$ cat src/rtl/mig_line_adapter.sv
// Cache-line adapter onto the MIG 7-series app_* user interface.
// Each line is moved as BEATS MIG commands. An optional buffer answers repeated reads of the last line.
module mig_line_adapter #(
    parameter int APP_DATA_W = 128,
    parameter int BEATS      = 2,
    parameter int ADDR_W     = 27,
    parameter int REQ_ADDR_W = 30,
    parameter int ADDR_STEP  = 8,
    parameter int REUSE      = 1
) (
    input  logic                              ui_clk,
    input  logic                              rst,
    input  logic                              init_calib_complete,
    input  logic                              req_valid,
    output logic                              req_ready,
    input  logic                              req_write,
    input  logic [REQ_ADDR_W-1:0]             req_addr,
    input  logic [APP_DATA_W*BEATS-1:0]       req_wdata,
    input  logic [APP_DATA_W*BEATS/8-1:0]     req_wmask,
    output logic                              resp_valid,
    input  logic                              resp_ready,
    output logic [APP_DATA_W*BEATS-1:0]       resp_rdata,
    output logic [ADDR_W-1:0]                 app_addr,
    output logic [2:0]                        app_cmd,
    output logic                              app_en,
    input  logic                              app_rdy,
    output logic [APP_DATA_W-1:0]             app_wdf_data,
    output logic [APP_DATA_W/8-1:0]           app_wdf_mask,
    output logic                              app_wdf_wren,
    output logic                              app_wdf_end,
    input  logic                              app_wdf_rdy,
    input  logic [APP_DATA_W-1:0]             app_rd_data,
    input  logic                              app_rd_data_valid,
    output logic                              busy,
    output logic                              err_spurious
);

    localparam int LINE_W     = APP_DATA_W * BEATS;
    localparam int MASK_W     = APP_DATA_W / 8;
    localparam int OFF        = $clog2(LINE_W / 32);
    localparam int LINE_IDX_W = REQ_ADDR_W - OFF;
    localparam int CNT_W      = $clog2(BEATS) + 1;
    localparam logic [CNT_W-1:0] BEATS_C = CNT_W'(BEATS);

    typedef enum logic [1:0] {IDLE, WRITE, READ, RESP} state_t;

    state_t                  state;
    logic [LINE_IDX_W-1:0]   line_q;
    logic                    write_q;
    logic [LINE_W-1:0]       wdata_q;
    logic [LINE_W/8-1:0]     wmask_q;
    logic [CNT_W-1:0]        cmd_cnt;
    logic [CNT_W-1:0]        dat_cnt;
    logic [LINE_W-1:0]       rd_line;
    logic                    reuse_vld;
    logic [LINE_IDX_W-1:0]   reuse_line;
    logic [LINE_W-1:0]       reuse_data;

    logic [LINE_IDX_W-1:0]   req_line;
    logic                    accept;
    logic                    reuse_hit;
    logic                    cmd_fire;
    logic                    wdf_fire;
    logic                    rd_fire;
    logic                    dat_inc;
    logic [CNT_W-1:0]        cmd_cnt_nxt;
    logic [CNT_W-1:0]        dat_cnt_nxt;
    logic                    unused_addr_bits;

    // Beat address wraps modulo 2^ADDR_W; the 64-bit intermediate keeps that exact.
    function automatic logic [ADDR_W-1:0] beat_addr(input logic [LINE_IDX_W-1:0] line,
                                                    input logic [CNT_W-1:0] b);
        logic [63:0] a;
        a = (64'(line) * 64'(BEATS) + 64'(b)) * 64'(ADDR_STEP);
        return a[ADDR_W-1:0];
    endfunction

    function automatic logic [APP_DATA_W-1:0] data_beat(input logic [LINE_W-1:0] line,
                                                        input logic [CNT_W-1:0] b);
        logic [APP_DATA_W-1:0] d;
        d = '0;
        for (int i = 0; i < BEATS; i++)
            if (b == CNT_W'(i)) d = line[i*APP_DATA_W +: APP_DATA_W];
        return d;
    endfunction

    function automatic logic [MASK_W-1:0] mask_beat(input logic [LINE_W/8-1:0] mask,
                                                    input logic [CNT_W-1:0] b);
        logic [MASK_W-1:0] m;
        m = '0;
        for (int i = 0; i < BEATS; i++)
            if (b == CNT_W'(i)) m = mask[i*MASK_W +: MASK_W];
        return m;
    endfunction

    assign unused_addr_bits = ^req_addr[OFF-1:0];
    assign req_line    = req_addr[REQ_ADDR_W-1:OFF];
    // Gating with rst keeps req_ready low while reset is held even though state reads IDLE.
    assign req_ready   = rst && (state == IDLE) && init_calib_complete;
    assign accept      = req_valid && req_ready;
    assign reuse_hit   = (REUSE != 0) && reuse_vld && (reuse_line == req_line) && !req_write;
    assign cmd_fire    = app_en && app_rdy;
    assign wdf_fire    = app_wdf_wren && app_wdf_rdy;
    assign rd_fire     = app_rd_data_valid && (state == READ) && (dat_cnt != BEATS_C);
    assign dat_inc     = (state == WRITE) ? wdf_fire : rd_fire;
    assign cmd_cnt_nxt = cmd_cnt + CNT_W'(cmd_fire);
    assign dat_cnt_nxt = dat_cnt + CNT_W'(dat_inc);
    assign resp_valid  = (state == RESP);
    assign busy        = (state != IDLE);
    assign resp_rdata  = rd_line;

    always_ff @(posedge ui_clk or negedge rst) begin
        if (!rst) begin
            state        <= IDLE;
            line_q       <= '0;
            write_q      <= 1'b0;
            wdata_q      <= '0;
            wmask_q      <= '0;
            cmd_cnt      <= '0;
            dat_cnt      <= '0;
            rd_line      <= '0;
            app_en       <= 1'b0;
            app_cmd      <= 3'b001;
            app_addr     <= '0;
            app_wdf_wren <= 1'b0;
            app_wdf_end  <= 1'b0;
            app_wdf_data <= '0;
            app_wdf_mask <= '0;
            err_spurious <= 1'b0;
            reuse_vld    <= 1'b0;
            reuse_line   <= '0;
            reuse_data   <= '0;
        end else begin
            if (app_rd_data_valid && state != READ)
                err_spurious <= 1'b1;

            case (state)
                IDLE: begin
                    if (accept) begin
                        line_q  <= req_line;
                        write_q <= req_write;
                        wdata_q <= req_wdata;
                        wmask_q <= req_wmask;
                        cmd_cnt <= '0;
                        dat_cnt <= '0;
                        if (reuse_hit) begin
                            rd_line <= reuse_data;
                            state   <= RESP;
                        end else if (req_write) begin
                            state        <= WRITE;
                            rd_line      <= '0;
                            app_en       <= 1'b1;
                            app_cmd      <= 3'b000;
                            app_addr     <= beat_addr(req_line, '0);
                            app_wdf_wren <= 1'b1;
                            app_wdf_end  <= 1'b1;
                            app_wdf_data <= data_beat(req_wdata, '0);
                            app_wdf_mask <= mask_beat(req_wmask, '0);
                        end else begin
                            state    <= READ;
                            app_en   <= 1'b1;
                            app_cmd  <= 3'b001;
                            app_addr <= beat_addr(req_line, '0);
                        end
                    end
                end

                // Command and data channels each retire on their own handshake.
                WRITE: begin
                    cmd_cnt <= cmd_cnt_nxt;
                    dat_cnt <= dat_cnt_nxt;
                    if (cmd_fire) begin
                        if (cmd_cnt_nxt == BEATS_C) app_en <= 1'b0;
                        else app_addr <= beat_addr(line_q, cmd_cnt_nxt);
                    end
                    if (wdf_fire) begin
                        if (dat_cnt_nxt == BEATS_C) begin
                            app_wdf_wren <= 1'b0;
                            app_wdf_end  <= 1'b0;
                        end else begin
                            app_wdf_data <= data_beat(wdata_q, dat_cnt_nxt);
                            app_wdf_mask <= mask_beat(wmask_q, dat_cnt_nxt);
                        end
                    end
                    if (cmd_cnt_nxt == BEATS_C && dat_cnt_nxt == BEATS_C)
                        state <= RESP;
                end

                READ: begin
                    cmd_cnt <= cmd_cnt_nxt;
                    dat_cnt <= dat_cnt_nxt;
                    if (cmd_fire) begin
                        if (cmd_cnt_nxt == BEATS_C) app_en <= 1'b0;
                        else app_addr <= beat_addr(line_q, cmd_cnt_nxt);
                    end
                    for (int b = 0; b < BEATS; b++)
                        if (rd_fire && dat_cnt == CNT_W'(b))
                            rd_line[b*APP_DATA_W +: APP_DATA_W] <= app_rd_data;
                    if (dat_cnt_nxt == BEATS_C) begin
                        state  <= RESP;
                        app_en <= 1'b0;
                    end
                end

                // The reuse buffer is updated only when a transfer actually completes.
                RESP: begin
                    if (resp_ready) begin
                        state <= IDLE;
                        if (REUSE != 0) begin
                            if (!write_q) begin
                                reuse_vld  <= 1'b1;
                                reuse_line <= line_q;
                                reuse_data <= rd_line;
                            end else if (wmask_q == '0) begin
                                reuse_vld  <= 1'b1;
                                reuse_line <= line_q;
                                reuse_data <= wdata_q;
                            end else if (line_q == reuse_line) begin
                                reuse_vld  <= 1'b0;
                            end
                        end
                    end
                end

                default: state <= IDLE;
            endcase
        end
    end

endmodule
$ cat config.mk
export PLATFORM = sky130hd
export DESIGN_NAME = mig_line_adapter
export DESIGN_NICKNAME = d
export VERILOG_FILES = /design/src/rtl/mig_line_adapter.sv
export SDC_FILE = /design/constraint.sdc
export NUM_CORES = 2
export LEC_CHECK = 0
export ABC_AREA = 1
export ABC_CLOCK_PERIOD_IN_PS = 5450
export CELL_PAD_IN_SITES_DETAIL_PLACEMENT = 1
export CELL_PAD_IN_SITES_GLOBAL_PLACEMENT = 2
export CORE_ASPECT_RATIO = 0.9
export CORE_MARGIN = 3
export CORE_UTILIZATION = 33
export CTS_CLUSTER_SIZE = 10
export DETAILED_ROUTE_END_ITERATION = 12
export PLACE_DENSITY_LB_ADDON = 0.05
export SYNTH_ARGS = -nofsm -noshare
export SYNTH_HDL_FRONTEND = slang
export SYNTH_SLANG_ARGS = --single-unit
$ cat constraint.sdc
create_clock -name ui_clk -period 5.45 [get_ports ui_clk]
set_input_delay 0.545 -clock ui_clk [delete_from_list [all_inputs] [get_ports ui_clk]]
set_output_delay 0.545 -clock ui_clk [all_outputs]
set_load 0.01 [all_outputs]
==> impl_metrics.prom <==
# TYPE chip_impl_metric gauge
chip_impl_metric{name="yosys_register_bits",unit=""} 1034
chip_impl_metric{name="hold_viol_final",unit=""} 0
chip_impl_info{name="layout_commonest_cell",value="sky130_fd_sc_hd__nand2_1"} 1
chip_impl_metric{name="num-nets-final",unit=""} 8032
chip_impl_metric{name="req_time_crit_path",unit="ns"} 6.10
chip_impl_metric{name="crit_path_max_fanout",unit=""} 81
chip_impl_metric{name="die_area",unit="mm^2"} 0.160
chip_impl_metric{name="async_flop_share",unit="%"} 100
chip_impl_metric{name="top_level_ports",unit=""} 892
chip_impl_metric{name="final_max_slew_viol_count",unit=""} 0
chip_impl_metric{name="reg_to_reg_setup_timing_slack",unit="ns"} 1.11
chip_impl_metric{name="worstMarginPinSlew",unit="ns"} 1.12
chip_impl_metric{name="irDropWorstVdd",unit="uV"} 759
chip_impl_metric{name="setup-tns-final",unit="ns"} 0
chip_impl_metric{name="synthesis.instances",unit=""} 6944
chip_impl_info{name="timing.critical_path.to_type",value="flip-flop"} 1
chip_impl_info{name="cts_root_buf",value="sky130_fd_sc_hd__clkbuf_16"} 1
chip_impl_metric{name="antenna_found_initial",unit=""} 52
chip_impl_metric{name="edff_count_synth",unit=""} 0
chip_impl_metric{name="gr-usage-all-layers",unit="%"} 27.0
chip_impl_metric{name="hold-worst-slack",unit="ns"} 0.299
chip_impl_metric{name="detailedPlacementHpwl",unit="um"} 145000
chip_impl_info{name="setup_repair_after_global_routing_missed_its_margin",value="no"} 1
chip_impl_metric{name="cts.sink_count",unit=""} 1034
chip_impl_metric{name="insertion_delay",unit="ns"} 0.76
chip_impl_metric{name="clk_transition_reported_paths",unit="ns"} 0.06
chip_impl_info{name="synth_top_area_cell",value="sky130_fd_sc_hd__dfrtp_1"} 1
chip_impl_metric{name="syn_area",unit="mm^2"} 0.0512
chip_impl_info{name="most-common-layout-cells",value="sky130_fd_sc_hd__nand2_1 (1,935), sky130_fd_sc_hd__dfrtp_1 (1,033), sky130_fd_sc_hd__inv_1 (964)"} 1
chip_impl_metric{name="final.setup_skew",unit="ns"} 0.0236
chip_impl_metric{name="routed_wire_length_per_instance",unit="um"} 22.5
chip_impl_metric{name="setup_violations",unit=""} 0
chip_impl_metric{name="yosysSeqAreaShare",unit="%"} 50.6
chip_impl_info{name="timing.setup.critical_path_class",value="reg2reg"} 1
chip_impl_metric{name="drt_first_iter_violations",unit=""} 2999
chip_impl_metric{name="static-leakage-power",unit="uW"} 0.0315
chip_impl_metric{name="synth_cell_type_count",unit=""} 41
chip_impl_metric{name="synthesis.yosys.warnings",unit=""} 0
chip_impl_info{name="postSynth.topFlopCell",value="sky130_fd_sc_hd__dfrtp_1"} 1
chip_impl_info{name="regToRegStartpoint",value="state[0]$_DFFE_PN0P_"} 1
chip_impl_metric{name="post_route_cells_drive_above_1_share",unit="%"} 3.82
chip_impl_metric{name="max_freq",unit="MHz"} 230
chip_impl_metric{name="cts.path.max_buffers",unit=""} 3
chip_impl_metric{name="dieHeight",unit="um"} 380
chip_impl_metric{name="detailroute.via_count",unit=""} 48600
chip_impl_metric{name="initial_core_util",unit="%"} 33.4
chip_impl_metric{name="globalplace.congestion",unit=""} 0.833
chip_impl_metric{name="cts_setup_buffers",unit=""} 0
chip_impl_info{name="cp_cell_sequence",value="inv_1 -> ha_4 -> buf_4 -> buf_4 -> o21ai_0 -> nand3_4 -> buf_4 -> nand2_1 -> o21ai_1"} 1
chip_impl_info{name="critPathLaunchType",value="flip-flop"} 1
chip_impl_info{name="hp-class",value="in2async"} 1
chip_impl_metric{name="drv.max_cap_violation_count",unit=""} 0
chip_impl_metric{name="global_route_wire_length_before_repair",unit="um"} 330000
chip_impl_info{name="critPathSlowestCell",value="sky130_fd_sc_hd__buf_4"} 1
chip_impl_metric{name="maxSlewHeadroom",unit="%"} 25.2
chip_impl_metric{name="timing.final.crit_share",unit="%"} 79.7
chip_impl_info{name="netlist_top_cells_area",value="sky130_fd_sc_hd__dfrtp_1 (51%), sky130_fd_sc_hd__nand2_1 (14%), sky130_fd_sc_hd__o21ai_0 (7.1%)"} 1
chip_impl_metric{name="placeableCoreArea",unit="mm^2"} 0.153
chip_impl_metric{name="routed_via_density",unit=""} 4.98
chip_impl_metric{name="tritoncts.num_buffers",unit=""} 132
chip_impl_metric{name="drt_drc_violations_left",unit=""} 0
chip_impl_metric{name="rows",unit=""} 136
chip_impl_info{name="regToRegEndpoint",value="resp_rdata[203]$_DFFE_PN0P_"} 1
chip_impl_metric{name="drt_pass1_iterations",unit=""} 5
chip_impl_metric{name="critical_path.max_stage_delay",unit="ns"} 0.88
chip_impl_metric{name="io_buffer_count",unit=""} 883
chip_impl_info{name="critical_path.most_common_cell",value="sky130_fd_sc_hd__buf_4"} 1
chip_impl_metric{name="grt_start_max_net_pins",unit=""} 176
chip_impl_metric{name="wl",unit="um"} 220000
chip_impl_metric{name="grt_pass1_vias",unit=""} 49700
chip_impl_metric{name="die_width",unit="um"} 421
chip_impl_metric{name="power-per-cell-area",unit="mW/mm^2"} 643
chip_impl_metric{name="drtAntennaViolNets",unit=""} 0
chip_impl_metric{name="worst_path_arrival_time",unit="ns"} 4.99
chip_impl_metric{name="finalCriticalPeriod",unit="ns"} 4.34
chip_impl_metric{name="htree_num_levels",unit=""} 4
chip_impl_metric{name="global_route.overflow_total",unit=""} 0
chip_impl_info{name="clock_tree_from_tritoncts",value="built"} 1
chip_impl_info{name="outcome",value="complete, no violations"} 1
chip_impl_metric{name="mapped_avg_cell_area",unit="um^2"} 7.37
chip_impl_metric{name="area_growth",unit="%"} 28.6
chip_impl_metric{name="netlist.area_leader.share",unit="%"} 50.5
chip_impl_metric{name="worst-r2r-cell-count",unit=""} 9
==> synth_stat cells, types with 25 or more instances <==
cell type,count
sky130_fd_sc_hd__nand2_1,1939
sky130_fd_sc_hd__dfrtp_1,1033
sky130_fd_sc_hd__inv_1,965
sky130_fd_sc_hd__o21ai_0,729
sky130_fd_sc_hd__nor2_1,571
sky130_fd_sc_hd__nand3_1,426
sky130_fd_sc_hd__clkbuf_1,323
sky130_fd_sc_hd__a21oi_1,255
sky130_fd_sc_hd__o21ai_1,242
sky130_fd_sc_hd__o22ai_1,149
sky130_fd_sc_hd__buf_2,108
sky130_fd_sc_hd__buf_1,33
sky130_fd_sc_hd__nand3b_1,25
==> per-stage QoR <==
step / setup WS, ns / cell area [um^2] / power [uW] / std cells / util (%)
floorplan: 2.36 / 51200 / 24600 / 6948 / -
global placement: 1.26 / 61600 / 33500 / 9503 / 40.2
detailed placement: 1.13 / 61600 / 34000 / 9503 / 40.2
CTS: 1.02 / 65700 / 42900 / 9723 / 42.9
global route: 0.735 / 65800 / 45600 / 9756 / 42.9
finish: 1.11 / 65800 / 42300 / 9761 / 42.9
==> state kept, by name, indices dropped and copies added, names as in the netlist, 24 cells and up <==
signal / cells
app_addr: 24
app_wdf_data: 128
line_q: 27
resp_rdata: 256
reuse_data: 256
reuse_line: 27
wdata_q: 256
wmask_q: 32
==> layout make-up <==
type	count	area (um^2)
fill	18600	87500
sequential	1034	25900
multi-input combinational	4451	19700
timing repair buffer	959	9690
clock buffer	212	4060
inverter	990	3740
tap	2070	2590
antenna	38	95.1
clock inverter	7	46.3
==> how the worst max path moves through the flow <==
stage | startpoint | end | slack, ns | cells after the start
floorplan | state[0]$_DFFE_PN0P_ | app_wdf_data[21]$_DFFE_PN0P_ | 2.36 | 18
global placement | state[0]$_DFFE_PN0P_ | resp_rdata[208]$_DFFE_PN0P_ | 1.26 | 9
detailed placement | state[0]$_DFFE_PN0P_ | resp_rdata[203]$_DFFE_PN0P_ | 1.13 | 9
CTS | state[0]$_DFFE_PN0P_ | resp_rdata[203]$_DFFE_PN0P_ | 1.02 | 9
global route | state[0]$_DFFE_PN0P_ | resp_rdata[203]$_DFFE_PN0P_ | 0.74 | 9
finish | state[0]$_DFFE_PN0P_ | resp_rdata[203]$_DFFE_PN0P_ | 1.11 | 9
==> worst max-delay path: cells and delay by family, from the launching register on <==
family | cells | cell delay, ns
buf+inv | 4 | 2.65
flops | 1 | 0.42
fa+ha+maj | 1 | 0.16
compound gates | 2 | 0.51
simple gates | 2 | 0.34
==> routing by layer <==
metal | GRT usage, % | wire length [um]
met1 | 34.4 | 94700
met2 | 44.0 | 104000
met3 | 5.02 | 9890
met4 | 13.4 | 10500
met5 | 0 | 13
==> report_power, final <==
part           internal, uW  switching [uW]  total [uW]  leakage, uW
clock                  5050            3510        8560      0.00201
sequential            11300            2090       13300       0.0128
combinational          6960           13400       20400       0.0166
total                 23300           19100       42300       0.0315
==> logic make-up (layout without fill, tap and decap cells) <==
| family | after synthesis | after routing | synth area share (%) |
|---|---|---|---|
| compound gates | 1427 | 1427 | 14.5 |
| xor+xnor | 11 | 11 | 0.188 |
| fa+ha+maj | 9 | 9 | 0.220 |
| buf+inv | 1463 | 2168 | 11.1 |
| flops | 1034 | 1034 | 50.6 |
| mux | 1 | 1 | 0.0220 |
| other cells | 1 | 43 | 0.00733 |
| simple gates | 2998 | 2998 | 23.4 |
==> what timing repair did <==
item | CTS | global route
hold buffers | 1 | 0
resized for setup | 0 | 0
endpoints found under the hold margin | 31 | 0
Note: power is estimated with default switching activity, not from simulation.
